$ cat src/rtl/mbist_pkg.sv
// Shared definitions for the March C- memory BIST controller: FSM states,
// March element encoding and the per-element operation table.
package mbist_pkg;

  typedef enum logic [1:0] {
    IDLE    = 2'd0,
    RUN     = 2'd1,
    DRAIN   = 2'd2,
    DONE_ST = 2'd3
  } state_t;

  typedef enum logic [2:0] {
    E0 = 3'd0,
    E1 = 3'd1,
    E2 = 3'd2,
    E3 = 3'd3,
    E4 = 3'd4,
    E5 = 3'd5
  } elem_t;

  localparam int ERR_CNT_W = 16;

  // March C-: E0 w0 | E1 up r0,w1 | E2 up r1,w0 | E3 dn r0,w1 | E4 dn r1,w0 | E5 r0

  // Address direction: only E3 and E4 walk downwards.
  function automatic logic elem_down(input elem_t e);
    return (e == E3) || (e == E4);
  endfunction

  // Element contains a read operation.
  function automatic logic elem_rd(input elem_t e);
    return e != E0;
  endfunction

  // Element contains a write operation.
  function automatic logic elem_wr(input elem_t e);
    return e != E5;
  endfunction

  // Read expects the inverted background ("1").
  function automatic logic elem_rd_inv(input elem_t e);
    return (e == E2) || (e == E4);
  endfunction

  // Write stores the inverted background ("1").
  function automatic logic elem_wr_inv(input elem_t e);
    return (e == E1) || (e == E3);
  endfunction

endpackage

$ cat src/rtl/mbist_addr_gen.sv
// Up/down address counter for the March sequencer. Each element starts at
// its own first address (0 when ascending, N-1 when descending); 'last'
// flags the final address of the current direction.
module mbist_addr_gen #(
  parameter int ADDR_W = 12
) (
  input  logic              clk,
  input  logic              rstn,
  input  logic              clear,
  input  logic              load,
  input  logic              load_down,
  input  logic              step,
  input  logic              down,
  output logic [ADDR_W-1:0] addr,
  output logic              last
);

  localparam logic [ADDR_W-1:0] TOP_ADDR = '1;

  // Address register: clear on test start, reload at element boundaries, step within an element.
  always_ff @(posedge clk) begin
    if (!rstn) begin
      addr <= '0;
    end else if (clear) begin
      addr <= '0;
    end else if (load) begin
      addr <= load_down ? TOP_ADDR : '0;
    end else if (step) begin
      addr <= down ? addr - 1'b1 : addr + 1'b1;
    end
  end

  assign last = down ? (addr == '0) : (addr == TOP_ADDR);

endmodule

$ cat src/rtl/mbist_march_ctrl.sv
// March C- BIST controller for a single-port SRAM with 1-cycle read latency.
// All MEM_* pins are registered and present one operation per RUN cycle.
// Read results are compared one cycle after the memory samples the read.
// Optional build macro MBIST_DIAG_EN adds ERR_CNT and FAIL_MAP outputs.
module mbist_march_ctrl
  import mbist_pkg::*;
#(
  parameter int                ADDR_W = 12,
  parameter int                DATA_W = 32,
  parameter logic [DATA_W-1:0] BG_PAT = '0
) (
  input  logic                 CLK,
  input  logic                 RSTN,
  input  logic                 START,
  output logic                 BUSY,
  output logic                 DONE,
  output logic                 FAIL,
  output logic [ADDR_W-1:0]    FAIL_ADDR,
  output logic [2:0]           FAIL_ELEM,
  output logic [DATA_W-1:0]    FAIL_BITS,
`ifdef MBIST_DIAG_EN
  output logic [ERR_CNT_W-1:0] ERR_CNT,
  output logic [DATA_W-1:0]    FAIL_MAP,
`endif
  output logic                 MEM_CEN,
  output logic                 MEM_WEN,
  output logic [ADDR_W-1:0]    MEM_A,
  output logic [DATA_W-1:0]    MEM_D,
  output logic                 MEM_OEN,
  input  logic [DATA_W-1:0]    MEM_Q
);

  // The (elem, phase, MEM_A) registers describe the operation currently on
  // the memory pins. phase 0 = read, phase 1 = write.
  state_t state, state_nxt;
  elem_t  elem, elem_nxt, elem_inc;
  logic   phase, phase_nxt;
  logic   issue_nxt, wr_nxt, busy_nxt;
  logic   start_run, op_last_at_addr, addr_last;
  logic   gen_step, gen_load;

  // Compare pipeline registers
  logic              rd_vld;
  logic [DATA_W-1:0] exp_d;
  logic [ADDR_W-1:0] tag_addr;
  elem_t             tag_elem;
  logic              miscmp;
  logic [DATA_W-1:0] diff;

  assign start_run       = START && ((state == IDLE) || (state == DONE_ST));
  assign op_last_at_addr = (elem_rd(elem) && elem_wr(elem)) ? phase : 1'b1;
  assign elem_inc        = (elem == E5) ? E5 : elem_t'(elem + 3'd1);
  assign gen_step        = (state == RUN) && op_last_at_addr && !addr_last;
  assign gen_load        = (state == RUN) && op_last_at_addr && addr_last && (elem != E5);

  mbist_addr_gen #(
    .ADDR_W (ADDR_W)
  ) u_addr_gen (
    .clk       (CLK),
    .rstn      (RSTN),
    .clear     (start_run),
    .load      (gen_load),
    .load_down (elem_down(elem_inc)),
    .step      (gen_step),
    .down      (elem_down(elem)),
    .addr      (MEM_A),
    .last      (addr_last)
  );

  // Next-state and next-operation decode.
  always_comb begin
    state_nxt = state;
    elem_nxt  = elem;
    phase_nxt = phase;
    issue_nxt = 1'b0;
    unique case (state)
      IDLE, DONE_ST: begin
        if (START) begin
          state_nxt = RUN;
          elem_nxt  = E0;
          phase_nxt = 1'b1;
          issue_nxt = 1'b1;
        end
      end
      RUN: begin
        if (!op_last_at_addr) begin
          phase_nxt = 1'b1;
          issue_nxt = 1'b1;
        end else if (!addr_last) begin
          phase_nxt = !elem_rd(elem);
          issue_nxt = 1'b1;
        end else if (elem == E5) begin
          state_nxt = DRAIN;
        end else begin
          elem_nxt  = elem_inc;
          phase_nxt = !elem_rd(elem_inc);
          issue_nxt = 1'b1;
        end
      end
      DRAIN: begin
        state_nxt = DONE_ST;
      end
      default: begin
        state_nxt = IDLE;
      end
    endcase
  end

  assign wr_nxt   = issue_nxt && phase_nxt;
  assign busy_nxt = (state_nxt == RUN) || (state_nxt == DRAIN);

  // FSM state register.
  always_ff @(posedge CLK) begin
    if (!RSTN) begin
      state <= IDLE;
    end else begin
      state <= state_nxt;
    end
  end

  // Operation registers and registered memory/status pins.
  always_ff @(posedge CLK) begin
    if (!RSTN) begin
      elem    <= E0;
      phase   <= 1'b0;
      MEM_CEN <= 1'b1;
      MEM_WEN <= 1'b1;
      MEM_D   <= '0;
      MEM_OEN <= 1'b1;
      BUSY    <= 1'b0;
      DONE    <= 1'b0;
    end else begin
      elem    <= elem_nxt;
      phase   <= phase_nxt;
      MEM_CEN <= !issue_nxt;
      MEM_WEN <= !wr_nxt;
      if (wr_nxt) begin
        MEM_D <= elem_wr_inv(elem_nxt) ? ~BG_PAT : BG_PAT;
      end
      MEM_OEN <= !busy_nxt;
      BUSY    <= busy_nxt;
      DONE    <= (state_nxt == DONE_ST);
    end
  end

  assign diff   = MEM_Q ^ exp_d;
  assign miscmp = rd_vld && (diff != '0);

  // Read tag pipeline and first-failure capture with sticky FAIL.
  always_ff @(posedge CLK) begin
    if (!RSTN) begin
      rd_vld    <= 1'b0;
      exp_d     <= '0;
      tag_addr  <= '0;
      tag_elem  <= E0;
      FAIL      <= 1'b0;
      FAIL_ADDR <= '0;
      FAIL_ELEM <= '0;
      FAIL_BITS <= '0;
`ifdef MBIST_DIAG_EN
      ERR_CNT   <= '0;
      FAIL_MAP  <= '0;
`endif
    end else if (start_run) begin
      rd_vld    <= 1'b0;
      FAIL      <= 1'b0;
      FAIL_ADDR <= '0;
      FAIL_ELEM <= '0;
      FAIL_BITS <= '0;
`ifdef MBIST_DIAG_EN
      ERR_CNT   <= '0;
      FAIL_MAP  <= '0;
`endif
    end else begin
      rd_vld   <= (state == RUN) && !MEM_CEN && MEM_WEN;
      exp_d    <= elem_rd_inv(elem) ? ~BG_PAT : BG_PAT;
      tag_addr <= MEM_A;
      tag_elem <= elem;
      if (miscmp) begin
        FAIL <= 1'b1;
        if (!FAIL) begin
          FAIL_ADDR <= tag_addr;
          FAIL_ELEM <= tag_elem;
          FAIL_BITS <= diff;
        end
`ifdef MBIST_DIAG_EN
        if (ERR_CNT != '1) begin
          ERR_CNT <= ERR_CNT + 1'b1;
        end
        FAIL_MAP <= FAIL_MAP | diff;
`endif
      end
    end
  end

endmodule

$ cat config.mk
export PLATFORM = sky130hd
export DESIGN_NAME = mbist_march_ctrl
export DESIGN_NICKNAME = d
export VERILOG_FILES = /design/src/rtl/mbist_pkg.sv /design/src/rtl/mbist_addr_gen.sv /design/src/rtl/mbist_march_ctrl.sv
export SDC_FILE = /design/constraint.sdc
export NUM_CORES = 1
export LEC_CHECK = 0
export BUFFER_PORTS_ARGS = -buffer_cell sky130_fd_sc_hd__buf_2
export CAP_MARGIN = 15
export CORE_ASPECT_RATIO = 1.1
export CORE_UTILIZATION = 47
export DETAILED_ROUTE_END_ITERATION = 10
export HOLD_SLACK_MARGIN = 0.1
export MAX_ROUTING_LAYER = met4
export PLACE_DENSITY = 0.72
export SETUP_SLACK_MARGIN = 0.2
export SYNTH_ARGS = -nofsm -noshare
export SYNTH_HDL_FRONTEND = slang
export SYNTH_SLANG_ARGS = --single-unit
$ cat constraint.sdc
create_clock -name CLK -period 5.55 [get_ports CLK]
set_input_delay 0.2775 -clock CLK [delete_from_list [all_inputs] [get_ports CLK]]
set_output_delay 0.2775 -clock CLK [all_outputs]
set_load 0.03 [all_outputs]
==> tab_implementation.tex, run 1 <==
\begin{tabular}{lr}
\hline
Metric & Value \\
\hline
\multicolumn{2}{l}{\textbf{Outcome}} \\
Result of the run & finished clean \\
\multicolumn{2}{l}{\textbf{STA}} \\
Final critical-path share of the clock period & 60.3\% \\
Setup TNS & 0 ps \\
Clock period minus worst slack & 3350 ps \\
Top achievable clock speed & 0.299 GHz \\
RSZ-0062 raised after global routing & false \\
Final Hold Viols & 0 \\
Slew at the pin closest to its max-slew limit & 902 ps \\
Setup Skew & 8.35 ps \\
Max\_slew headroom & 39.4\% \\
Final number of max-transition violations & 0 \\
Endpoints failing setup & 0 \\
\multicolumn{2}{l}{\textbf{Cells and area}} \\
Fraction of final layout cells with drive strength greater than 1 & 27.2\% \\
P\&R area growth vs syn & 15.4\% \\
Diodes inserted & 0 \\
Final Net Count & 669 \\
Non-filler cells, final & 742 \\
\multicolumn{2}{l}{\textbf{Clocking}} \\
Clk buf depth & 2 \\
Buffer count from post-CTS setup fixing & 0 \\
H-Tree Depth & 3 \\
Hold buffer count at cts & 0 \\
CTS tree & yes \\
Clock buffer count from CTS & 9 \\
Post-cts sizing count & 0 \\
Clock input transition at the sequential cells of the worst setup and hold paths & 80 ps \\
Root buf cell & clkbuf\_8 \\
Clock insertion delay at the later pin of the skew report & 360 ps \\
Total number of clock tree sinks & 89 \\
\multicolumn{2}{l}{\textbf{Yosys}} \\
Ranking of synthesized cells by area & dfxtp\_1 (38\%), xnor2\_1 (6.8\%), nor2\_1 (6.4\%) \\
Commonest cells in the synthesized netlist & dfxtp\_1 (89), nor2\_1 (79), nand2\_1 (43) \\
Cell area after synthesis & 4650 um2 \\
Post-synthesis cell type with the largest combined area & dfxtp\_1 \\
Warning count from the yosys run & 0 \\
Synth top area share & 38.3\% \\
Most common cell in the synthesized netlist & dfxtp\_1 \\
Post-Synthesis Net Count & 588 \\
Count of distinct cell types in the synthesized netlist & 52 \\
Average instance area after synthesis & 8.63 um2 \\
EDFF count, synth & 0 \\
Post-synthesis sequential area ratio & 38.3\% \\
Fraction of registers with async set/reset & 0\% \\
Most instantiated flip-flop cell in the synthesis netlist & dfxtp\_1 \\
Syn Inst Count & 539 \\
\#FFs+latches synth & 89 \\
\multicolumn{2}{l}{\textbf{Global route}} \\
Global-route wire length before repair & 18100 um \\
Total Routing Usage GR & 22.4\% \\
Pin count of the biggest net entering global routing & 50 \\
Leftover overflow at the end of global routing & 0 \\
Number of antenna violations at the first check in global routing & 0 \\
Via count of the first global-routing pass & 3708 \\
\multicolumn{2}{l}{\textbf{Place}} \\
Buffers on Ports & 131 \\
Number of placed cells counting well taps & 726 \\
Final estimated routing congestion in global placement & 0.821 \\
Detailed Place HPWL & 8240 um \\
\multicolumn{2}{l}{\textbf{Detailed routing}} \\
Detailed-route wire length per cell & 15.1 um \\
Residual antenna-violating net count after detailed routing & 0 \\
First-iteration detailed-routing DRC count & 188 \\
Number of detailed-route iterations in the first pass & 4 \\
Total wirelength of the detailed-routed design & 11200 um \\
DRC violations left & 0 \\
Via-per-instance ratio & 5.46 \\
Routed via count & 4049 \\
\multicolumn{2}{l}{\textbf{Pwr}} \\
Leakage power figure & 0.00229 uW \\
Pwr/cell area & 277 nW/um2 \\
Peak supply drop & 0.000151 V \\
\multicolumn{2}{l}{\textbf{Setup path}} \\
CP Max Fanout & 13 \\
Cell with the biggest individual delay on the critical path & dfxtp\_1 \\
Crit-path cells & or3b\_1, nand2\_1, ha\_1, a21o\_1, a211oi\_1, o21ai\_0, a31o\_2, a21oi\_1, xnor2\_1, o211a\_1 \\
Worst Setup End Kind & flip-flop \\
Critical path required time & 5810 ps \\
Startpoint kind of the worst setup timing path & flip-flop \\
Setup slack, reg-to-reg & 2200 ps \\
Arrival time of the worst setup path & 3600 ps \\
Highest cell delay on the worst timing path & 540 ps \\
Classification of the worst setup path & flip-flop to flip-flop \\
\multicolumn{2}{l}{\textbf{Floorplanning}} \\
Initial core utilization & 49.0\% \\
Die Area & 10300 um2 \\
Core Rows & 37 \\
Die outline width & 96.9 um \\
Placeable Area & 9490 um2 \\
Boundary Pins & 132 \\
Vertical die dimension & 106 um \\
\multicolumn{2}{l}{\textbf{Worst hold path}} \\
Worst Hold Class & input port to flip-flop \\
\multicolumn{2}{l}{\textbf{Flow run}} \\
Max-cap check violation count & 0 \\
\hline
\end{tabular}
## per-stage QoR
stage / cell area (um2) / total power [uW] / hold slack (ps) / setup WS, ps / util (%)
floorplan: 4650 / 885 / 432 / 2660 / -
global placement: 5130 / 955 / 412 / 2330 / 54.0
detailed placement: 5130 / 960 / 416 / 2220 / 54.0
CTS: 5370 / 1500 / 166 / 2200 / 56.6
global route: 5370 / 1550 / 182 / 2000 / 56.6
finish: 5370 / 1490 / 178 / 2200 / 56.6
## report_power, final
group	switching [uW]	leakage (uW)	internal, uW
sequential	28.6	0.000721	663
combinational	164	0.00145	90.4
clock	231	0.000120	311
total	424	0.00229	1060
## critical path: cells and delay by family, from the launching register on
kind	cells	cell delay (ps)
compound gates	6	1350
simple gates	2	890
xor+xnor	1	80
flops	1	540
fa+ha+maj	1	380
## layout make-up
type	instances	area [um2]
fill	872	4120
multi-input combinational	376	2480
sequential	89	1780
timing repair buffer	134	678
tap	117	146
clock buffer	11	141
clock inverter	5	103
inverter	10	37.5
## flip-flops by register name (all words and copies together) (netlist names)
| signal | count |
|---|---|
| u_addr_gen.addr | 12 |
| exp_d | 1 |
| tag_elem | 3 |
| phase | 1 |
| DONE | 1 |
| MEM_D | 1 |
| BUSY | 1 |
| state | 2 |
| rd_vld | 1 |
| FAIL_ADDR | 12 |
| MEM_CEN | 1 |
| MEM_WEN | 1 |
| FAIL_ELEM | 3 |
| tag_addr | 12 |
| MEM_OEN | 1 |
| FAIL | 1 |
| FAIL_BITS | 32 |
| elem | 3 |
## logic make-up (layout without fill, tap and decap cells)
group / after synthesis / after routing / synth area share (%)
adders and majority gates: 14 / 14 / 3.93
xor gates and xnor gates: 42 / 42 / 7.91
AOI/OAI and AO/OA: 108 / 108 / 16.8
DFF: 89 / 89 / 38.3
muxes: 24 / 24 / 5.16
buffers and inverters: 74 / 160 / 8.55
and+or+nand+nor: 188 / 188 / 19.4
## final timing paths
kind | from | endpoint | depth (start not counted)
max | elem[2] | u_addr_gen.addr[10] | 10
min | RSTN | MEM_CEN | 2
max reg2reg | elem[2] | u_addr_gen.addr[10] | 10
min reg2reg | MEM_CEN | rd_vld | 1
## layer usage
metal	track usage, %	wire (um)	vias up
met4	8.21	182	0
met1	27.5	5170	1863
li1	-	-	2040
met3	3.62	509	13
met5	-	0	-
met2	37.1	5310	133
## cells in the final DEF (no fill, tap or decap), drive strengths merged, types with 3 or more instances in the layout
cell / Yosys / final
o21ai: 13 / 13
nor2: 79 / 79
xnor2: 36 / 36
inv: 10 / 10
nand3: 6 / 6
a21oi: 26 / 26
nor3: 12 / 12
nand4: 13 / 13
dfxtp: 89 / 89
or4: 13 / 13
mux2i: 24 / 24
clkbuf: 28 / 11
ha: 13 / 13
and3: 3 / 3
xor2: 6 / 6
nand2: 43 / 43
nand2b: 5 / 5
buf: 36 / 134
bufinv: 0 / 3
a211oi: 36 / 36
a21o: 3 / 3
o221a: 9 / 9
a31oi: 5 / 5
and2: 7 / 7
Note: power is estimated with default switching activity, not from simulation.
==> run 2: changes to the inputs <==
--- a/config.mk
+++ b/config.mk
@@ -5,6 +5,7 @@
 export SDC_FILE = /design/constraint.sdc
 export NUM_CORES = 1
 export LEC_CHECK = 0
+export ABC_AREA = 1
 export BUFFER_PORTS_ARGS = -buffer_cell sky130_fd_sc_hd__buf_2
 export CAP_MARGIN = 15
 export CORE_ASPECT_RATIO = 1.1
==> constraint.sdc (replaced) <==
create_clock -name CLK -period 3.1 [get_ports CLK]
set_input_delay 0.155 -clock CLK [delete_from_list [all_inputs] [get_ports CLK]]
set_output_delay 0.155 -clock CLK [all_outputs]
set_load 0.03 [all_outputs]
==> run 2 against run 1 <==
- synthesized cell count up 25%
- worst setup slack worse by 1500 ps
- die area is 3.7% higher
- register-to-register slack got worse by 1500 ps
- clock power grew 43%
- non-clock buffer count rose by 8
- maximum frequency is 41% higher
- global-route usage grew 1.6 points
- largest power group unchanged
==> tab_implementation.tex, run 2 <==
\begin{tabular}{lr}
\hline
Metric & Value \\
\hline
\multicolumn{2}{l}{\textbf{Yosys}} \\
EDFF count, synth & 0 (unchanged) \\
Average instance area after synthesis & 7.17 um2 (-17\%) \\
Count of distinct cell types in the synthesized netlist & 28 (-46\%) \\
Most common cell in the synthesized netlist & nand2\_1 \\
Post-synthesis sequential area ratio & 36.9\% (-1.4 points) \\
Synth top area share & 36.9\% (-1.4 points) \\
Warning count from the yosys run & 0 (unchanged) \\
Ranking of synthesized cells by area & dfxtp\_1 (37\%), nand2\_1 (9.9\%), a21oi\_1 (8.8\%) \\
Post-Synthesis Net Count & 723 (+23\%) \\
Syn Inst Count & 674 (+25\%) \\
Post-synthesis cell type with the largest combined area & dfxtp\_1 \\
\#FFs+latches synth & 89 (unchanged) \\
Commonest cells in the synthesized netlist & nand2\_1 (127), dfxtp\_1 (89), a21oi\_1 (85) \\
Most instantiated flip-flop cell in the synthesis netlist & dfxtp\_1 \\
Fraction of registers with async set/reset & 0\% (unchanged) \\
Cell area after synthesis & 4830 um2 (+3.8\%) \\
\multicolumn{2}{l}{\textbf{Flow run}} \\
Max-cap check violation count & 0 (unchanged) \\
\multicolumn{2}{l}{\textbf{Detailed routing}} \\
Number of detailed-route iterations in the first pass & 5 (+1) \\
First-iteration detailed-routing DRC count & 319 (+70\%) \\
Detailed-route wire length per cell & 13.8 um (-8.1\%) \\
Total wirelength of the detailed-routed design & 12200 um (+9.5\%) \\
Routed via count & 4588 (+13\%) \\
DRC violations left & 0 (unchanged) \\
Residual antenna-violating net count after detailed routing & 0 (unchanged) \\
Via-per-instance ratio & 5.19 (-4.9\%) \\
\multicolumn{2}{l}{\textbf{Clocking}} \\
Clock input transition at the sequential cells of the worst setup and hold paths & 100 ps (+20 ps) \\
Hold buffer count at cts & 0 (unchanged) \\
H-Tree Depth & 3 (unchanged) \\
CTS tree & yes \\
Total number of clock tree sinks & 89 (unchanged) \\
Root buf cell & clkbuf\_8 \\
Buffer count from post-CTS setup fixing & 0 (unchanged) \\
Clock buffer count from CTS & 9 (unchanged) \\
Post-cts sizing count & 0 (unchanged) \\
Clk buf depth & 2 (unchanged) \\
Clock insertion delay at the later pin of the skew report & 370 ps (about the same) \\
\multicolumn{2}{l}{\textbf{Pwr}} \\
Pwr/cell area & 473 nW/um2 (+71\%) \\
Sw frac & 34.3\% (+5.8 points) \\
Leakage power figure & 0.00257 uW (+12\%) \\
Portion of total power attributed to combinational logic & 22.4\% (+5.3 points) \\
Sequential power share & 47.8\% (+1.3 points) \\
Internal power consumption & 1710 uW (+60\%) \\
Peak supply drop & 0.000199 V (+32\%) \\
Relative contribution of the clock network to total power & 29.9\% (-6.5 points) \\
Net switching power of the design & 890 uW (+110\%) \\
Final total power & 2600 uW (+74\%) \\
\multicolumn{2}{l}{\textbf{Place}} \\
Detailed Place HPWL & 8560 um (+3.9\%) \\
Final estimated routing congestion in global placement & 0.881 (+7.3\%) \\
Buffers on Ports & 131 (unchanged) \\
Number of placed cells counting well taps & 868 (+20\%) \\
\multicolumn{2}{l}{\textbf{Global route}} \\
Pin count of the biggest net entering global routing & 49 (-2.0\%) \\
Number of antenna violations at the first check in global routing & 0 (unchanged) \\
Global-route wire length before repair & 19800 um (+9.6\%) \\
Via count of the first global-routing pass & 4182 (+13\%) \\
Total Routing Usage GR & 24.0\% (+1.6 points) \\
Leftover overflow at the end of global routing & 0 (unchanged) \\
\multicolumn{2}{l}{\textbf{Worst hold path}} \\
Worst Hold Class & input port to flip-flop \\
Worst Hold End & FAIL\_BITS[11] \\
Startpoint of the worst hold path & MEM\_Q[11] \\
Hold-critical path depth & 4 (+2) \\
\multicolumn{2}{l}{\textbf{Floorplanning}} \\
Die outline width & 98.7 um (+1.8\%) \\
Vertical die dimension & 108 um (+1.8\%) \\
Placeable Area & 9940 um2 (+4.7\%) \\
Die Area & 10700 um2 (+3.7\%) \\
Boundary Pins & 132 (unchanged) \\
Core Rows & 38 (+2.7\%) \\
Initial core utilization & 48.6\% (-0.43 points) \\
\multicolumn{2}{l}{\textbf{Cells and area}} \\
Diodes inserted & 0 (unchanged) \\
Fillers & 976 (+12\%) \\
Combined area of the multi-input logic cells & 2380 um2 (-3.9\%) \\
Leading cell type in the layout, fill and taps excluded & buf\_2 \\
Max FFs per register & 32 (unchanged) \\
Register with the highest flop count & FAIL\_BITS \\
P\&R area growth vs syn & 13.5\% \\
Seq. cell area & 1780 um2 (unchanged) \\
Final Net Count & 808 (+21\%) \\
Final Util & 55.2\% (-1.4 points) \\
Fraction of final layout cells with drive strength greater than 1 & 21.6\% (-5.6 points) \\
Highest-count cells in the layout ignoring fill and taps & buf\_2 (131), nand2\_1 (127), dfxtp\_1 (88), a21oi\_1 (85), nor2\_1 (65) \\
Non-filler cells, final & 884 (+19\%) \\
\multicolumn{2}{l}{\textbf{STA}} \\
Endpoints failing setup & 0 (unchanged) \\
Final critical-path share of the clock period & 76.5\% (+16 points) \\
Final number of max-transition violations & 0 (unchanged) \\
Slew at the pin closest to its max-slew limit & 771 ps (-131 ps) \\
Hold Slack & 128 ps (-50.4 ps) \\
Top achievable clock speed & 0.422 GHz (+41\%) \\
Setup TNS & 0 ps (unchanged) \\
Final Hold Viols & 0 (unchanged) \\
Setup Skew & 12.1 ps (+3.72 ps) \\
Max\_slew headroom & 48.5\% (+9.1 points) \\
RSZ-0062 raised after global routing & false \\
Clock period minus worst slack & 2370 ps (-976 ps) \\
\multicolumn{2}{l}{\textbf{Outcome}} \\
Result of the run & finished clean \\
\multicolumn{2}{l}{\textbf{Setup path}} \\
Worst Setup End Kind & flip-flop \\
Startpoint kind of the worst setup timing path & flip-flop \\
Count of cells along the worst register-to-register path & 13 (+3) \\
CP Max Fanout & 13 (unchanged) \\
Beginning of the critical path & elem[2] \\
Endpoint of the most critical register-to-register path & u\_addr\_gen.addr[9] \\
Arrival time of the worst setup path & 2680 ps (-920 ps) \\
Critical path required time & 3410 ps (-2400 ps) \\
Startpoint of the worst register-to-register path & elem[2] \\
Setup slack, reg-to-reg & 730 ps (-1470 ps) \\
Classification of the worst setup path & flip-flop to flip-flop \\
\hline
\end{tabular}
run 2: critical path, stage by stage, from the launching register on:
cell     delay [ps]
dfxtp_1         420
inv_1           150
nand2_1         130
inv_1            50
nor2_1           90
buf_4           210
ha_1            320
a21oi_1         170
nand2_1         100
nand4_1         110
a21oi_1         100
o21ai_0         190
nand3_1         120
a21oi_1         140
run 2: stage by stage:
stage                     setup slack [ps]  instance area [um2]
final                                  730                 5480
after global routing                   487                 5480
after floorplan                        753                 4830
after detailed placement               765                 5290
after CTS                              746                 5480
after global placement                 781                 5290
run 2: worst max-delay path by stage:
stage          slack (ps)  cells past startpoint             endpoint
6_report              730                     13   u_addr_gen.addr[9]
5_1_grt               490                     13   u_addr_gen.addr[9]
4_1_cts               750                     13  u_addr_gen.addr[10]
3_5_place_dp          760                     13  u_addr_gen.addr[10]
3_3_place_gp          780                     13  u_addr_gen.addr[10]
2_1_floorplan         750                     12  u_addr_gen.addr[10]
run 2: logic make-up (layout without fill, tap and decap cells):
group                      count (synthesis)  count (layout)  share of synthesized area, %
adders and majority gates                 14              14                          3.78
and+or+nand+nor                          279             279                          25.5
xor gates and xnor gates                  37              37                          6.71
AOI/OAI and AO/OA                        127             127                          13.4
DFF                                       89              89                          36.9
buffers and inverters                    128             218                          13.7
run 2: power groups by stage:
stage               registers, uW  logic [uW]  clock network (uW)
finish                       1240         581                 775
global route                 1250         634                 835
CTS                          1240         581                 795
detailed placement           1270         578                   0
global placement             1260         574                   0
floorplan                    1300         452                   0
run 2: final cells by class:
| class | instances | area share (%) |
|---|---|---|
| Timing Repair Buffer | 142 | 13.7 |
| Tap cell | 120 | 2.74 |
| Multi-Input combinational cell | 457 | 43.5 |
| Sequential cell | 89 | 32.5 |
| Inverter | 60 | 4.11 |
| Clock buffer | 11 | 2.76 |
| Clock inverter | 5 | 0.707 |
run 2: metal layers:
layer	global-route usage, %	up-vias	wire [um]
li1	-	2365	-
met1	30.2	2066	5400
met2	39.2	137	5980
met3	3.62	20	643
met4	8.74	0	211
met5	-	-	0
==> run 3: changes to the inputs <==
--- a/config.mk
+++ b/config.mk
@@ -13,7 +13,7 @@
 export DETAILED_ROUTE_END_ITERATION = 10
 export HOLD_SLACK_MARGIN = 0.1
 export MAX_ROUTING_LAYER = met4
-export PLACE_DENSITY = 0.72
+export PLACE_DENSITY = 0.75
 export SETUP_SLACK_MARGIN = 0.2
 export SYNTH_ARGS = -nofsm -noshare
 export SYNTH_HDL_FRONTEND = slang
==> constraint.sdc (replaced) <==
create_clock -name CLK -period 2 [get_ports CLK]
set_input_delay 0.1 -clock CLK [delete_from_list [all_inputs] [get_ports CLK]]
set_output_delay 0.1 -clock CLK [all_outputs]
set_load 0.03 [all_outputs]
==> run 3 against run 2 <==
- the flow now finishes with violations (setup timing)
- largest cell class unchanged
- power grew 67%
- sequential power rose by 54%
- critical path type unchanged
- worst hold slack worse by 42 ps
- clock skew grew 1.3 ps
- non-clock buffer count rose by 75
- maximum frequency grew 7.2%
==> tab_implementation.tex, run 3 (synthesized netlist as in run 2, its figures left out) <==
\begin{tabular}{lr}
\hline
Metric & Value \\
\hline
\multicolumn{2}{l}{\textbf{STA}} \\
Setup TNS & -5870 ps (-5870 ps) \\
Max\_slew headroom & 52.6\% (+4.1 points) \\
Slew at the pin closest to its max-slew limit & 710 ps (-61.7 ps) \\
Clock period minus worst slack & 2210 ps (-159 ps) \\
Setup Skew & 13.4 ps (+1.30 ps) \\
Hold Slack & 85.2 ps (-42.5 ps) \\
Least setup slack across all paths after layout & -211 ps (-941 ps) \\
Endpoints failing setup & 55 (+55) \\
RSZ-0062 raised after global routing & true \\
Top achievable clock speed & 0.452 GHz (+7.2\%) \\
Final number of max-transition violations & 0 (unchanged) \\
Final critical-path share of the clock period & 111\% (+34 points) \\
Final Hold Viols & 0 (unchanged) \\
\multicolumn{2}{l}{\textbf{Global route}} \\
Global-route wire length before repair & 23800 um (+20\%) \\
Via count of the first global-routing pass & 5005 (+20\%) \\
Total Routing Usage GR & 28.4\% (+4.4 points) \\
Number of antenna violations at the first check in global routing & 0 (unchanged) \\
Leftover overflow at the end of global routing & 0 (unchanged) \\
Pin count of the biggest net entering global routing & 43 (-12\%) \\
\multicolumn{2}{l}{\textbf{Cells and area}} \\
Non-filler cells, final & 960 (+8.6\%) \\
Highest-count cells in the layout ignoring fill and taps & buf\_2 (131), nand2\_1 (85), dfxtp\_1 (80), a21oi\_1 (61) \\
P\&R area growth vs syn & 48.8\% \\
Diodes inserted & 0 (unchanged) \\
Fillers & 675 (-31\%) \\
Leading cell type in the layout, fill and taps excluded & buf\_2 \\
Fraction of final layout cells with drive strength greater than 1 & 43.7\% (+22 points) \\
Final Net Count & 884 (+9.4\%) \\
Max FFs per register & 32 (unchanged) \\
Final design area excluding fillers & 7180 um2 (+31\%) \\
Register with the highest flop count & FAIL\_BITS \\
\multicolumn{2}{l}{\textbf{Worst hold path}} \\
Startpoint of the worst hold path & START \\
Worst Hold End & state[0] \\
Worst Hold Class & input port to flip-flop \\
Hold-critical path depth & 3 (-1) \\
\multicolumn{2}{l}{\textbf{Setup path}} \\
Arrival time of the worst setup path & 2470 ps (-210 ps) \\
Critical path required time & 2260 ps (-1150 ps) \\
Classification of the worst setup path & flip-flop to flip-flop \\
Endpoint of the most critical register-to-register path & FAIL\_BITS[15] \\
Startpoint kind of the worst setup timing path & flip-flop \\
Setup slack, reg-to-reg & -210 ps (-940 ps) \\
Count of cells along the worst register-to-register path & 13 (unchanged) \\
CP Max Fanout & 8 (-5) \\
Worst path bufs/invs & 5 (+2) \\
Worst Setup End Kind & flip-flop \\
Startpoint of the worst register-to-register path & exp\_d[30] \\
Crit-path cells & buf\_12, buf\_16, xnor2\_1, nand3\_1, nor2\_1, nand2\_1, nor2\_2, nand2\_2, buf\_8, buf\_12, buf\_16, nand4\_1, a21oi\_1 \\
Critical path's top delay family & simple AND/OR/NAND/NOR gates \\
Highest cell delay on the worst timing path & 380 ps (-40 ps) \\
Cell with the biggest individual delay on the critical path & dfxtp\_4 \\
\multicolumn{2}{l}{\textbf{Pwr}} \\
Final total power & 4330 uW (+67\%) \\
Peak supply drop & 0.000359 V (+80\%) \\
Leakage power figure & 0.00320 uW (+24\%) \\
Pwr/cell area & 602 nW/um2 (+27\%) \\
\multicolumn{2}{l}{\textbf{Clocking}} \\
Clock buffer count from CTS & 9 (unchanged) \\
CTS tree & yes \\
Total number of clock tree sinks & 89 (unchanged) \\
Clock input transition at the sequential cells of the worst setup and hold paths & 100 ps (about the same) \\
H-Tree Depth & 3 (unchanged) \\
Clk buf depth & 2 (unchanged) \\
Clock insertion delay at the later pin of the skew report & 360 ps (about the same) \\
Root buf cell & clkbuf\_8 \\
\multicolumn{2}{l}{\textbf{Detailed routing}} \\
Total wirelength of the detailed-routed design & 16500 um (+35\%) \\
Via-per-instance ratio & 5.68 (+9.4\%) \\
Detailed-route wire length per cell & 17.2 um (+24\%) \\
Residual antenna-violating net count after detailed routing & 0 (unchanged) \\
Number of detailed-route iterations in the first pass & 5 (unchanged) \\
First-iteration detailed-routing DRC count & 452 (+42\%) \\
Routed via count & 5453 (+19\%) \\
DRC violations left & 0 (unchanged) \\
\multicolumn{2}{l}{\textbf{Outcome}} \\
Violated checks & setup timing \\
Result of the run & complete, but fails checks \\
\multicolumn{2}{l}{\textbf{Floorplanning}} \\
Initial core utilization & 48.6\% (unchanged) \\
Vertical die dimension & 108 um (unchanged) \\
Core Rows & 38 (unchanged) \\
Boundary Pins & 132 (unchanged) \\
Die outline width & 98.7 um (unchanged) \\
Die Area & 10700 um2 (unchanged) \\
Placeable Area & 9940 um2 (unchanged) \\
\multicolumn{2}{l}{\textbf{Place}} \\
Number of placed cells counting well taps & 900 (+3.7\%) \\
Detailed Place HPWL & 9300 um (+8.6\%) \\
Placed Instance Area & 5750 um2 (+8.6\%) \\
Final estimated routing congestion in global placement & 0.878 (-0.41\%) \\
Buffers on Ports & 131 (unchanged) \\
\multicolumn{2}{l}{\textbf{Flow run}} \\
Max-cap check violation count & 0 (unchanged) \\
\hline
\end{tabular}
==> run 3: final cells by class <==
class | count | area [um2] | share of cell area, %
Inverter | 60 | 228 | 3.17
Timing Repair Buffer | 217 | 1730 | 24.1
Multi-Input combinational cell | 457 | 3090 | 43.1
Tap cell | 120 | 150 | 2.09
Clock inverter | 5 | 30.0 | 0.418
Clock buffer | 11 | 141 | 1.97
Timing Repair inverter | 1 | 7.51 | 0.104
Sequential cell | 89 | 1800 | 25.1
==> run 3: repair_timing <==
item / CTS / global route
hold buffers: 6 / 0
endpoints found under the hold margin: 6 / 0
pin swaps: 33 / 58
endpoints found under the setup margin: 61 / 68
buffers inserted: 14 / 13
resized for setup: 86 / 104
cloned: 9 / 2
==> run 3: worst max-delay path by stage <==
stage / from / end / slack, ps / cells past startpoint
CTS: exp_d[30] / FAIL_BITS[0] / -20 / 13
global route: exp_d[30] / FAIL_BITS[5] / -300 / 12
floorplan: elem[0] / u_addr_gen.addr[10] / 10 / 11
detailed placement: elem[0] / u_addr_gen.addr[11] / -40 / 13
global placement: elem[0] / u_addr_gen.addr[11] / 50 / 14
finish: exp_d[30] / FAIL_BITS[15] / -210 / 13
==> run 3: routing by layer <==
metal  routed length (um)  vias up  global-route usage [%]
met4                  716        0                    12.9
met2                 8480      284                    48.7
li1                     -     2513                       -
met3                 1040       70                    5.30
met1                 6240     2586                    32.4
met5                    0        -                       -
==> run 3: worst min-delay path, stage by stage <==
cell and delay, ps:
buf_2 120, nor3_1 90, nor3_2 90
==> run 3: metrics by stage <==
stage	worst slack (ps)	utilization, %
final	-211	72.3
after global routing	-300	72.3
after CTS	-19.1	66.7
after detailed placement	-41.6	57.8
after global placement	46.4	57.8
after floorplan	13.2	-
==> run 3: power by group <==
group | internal, uW | switching, uW
clock | 483 | 644
sequential | 1840 | 69.0
combinational | 480 | 810
total | 2800 | 1520
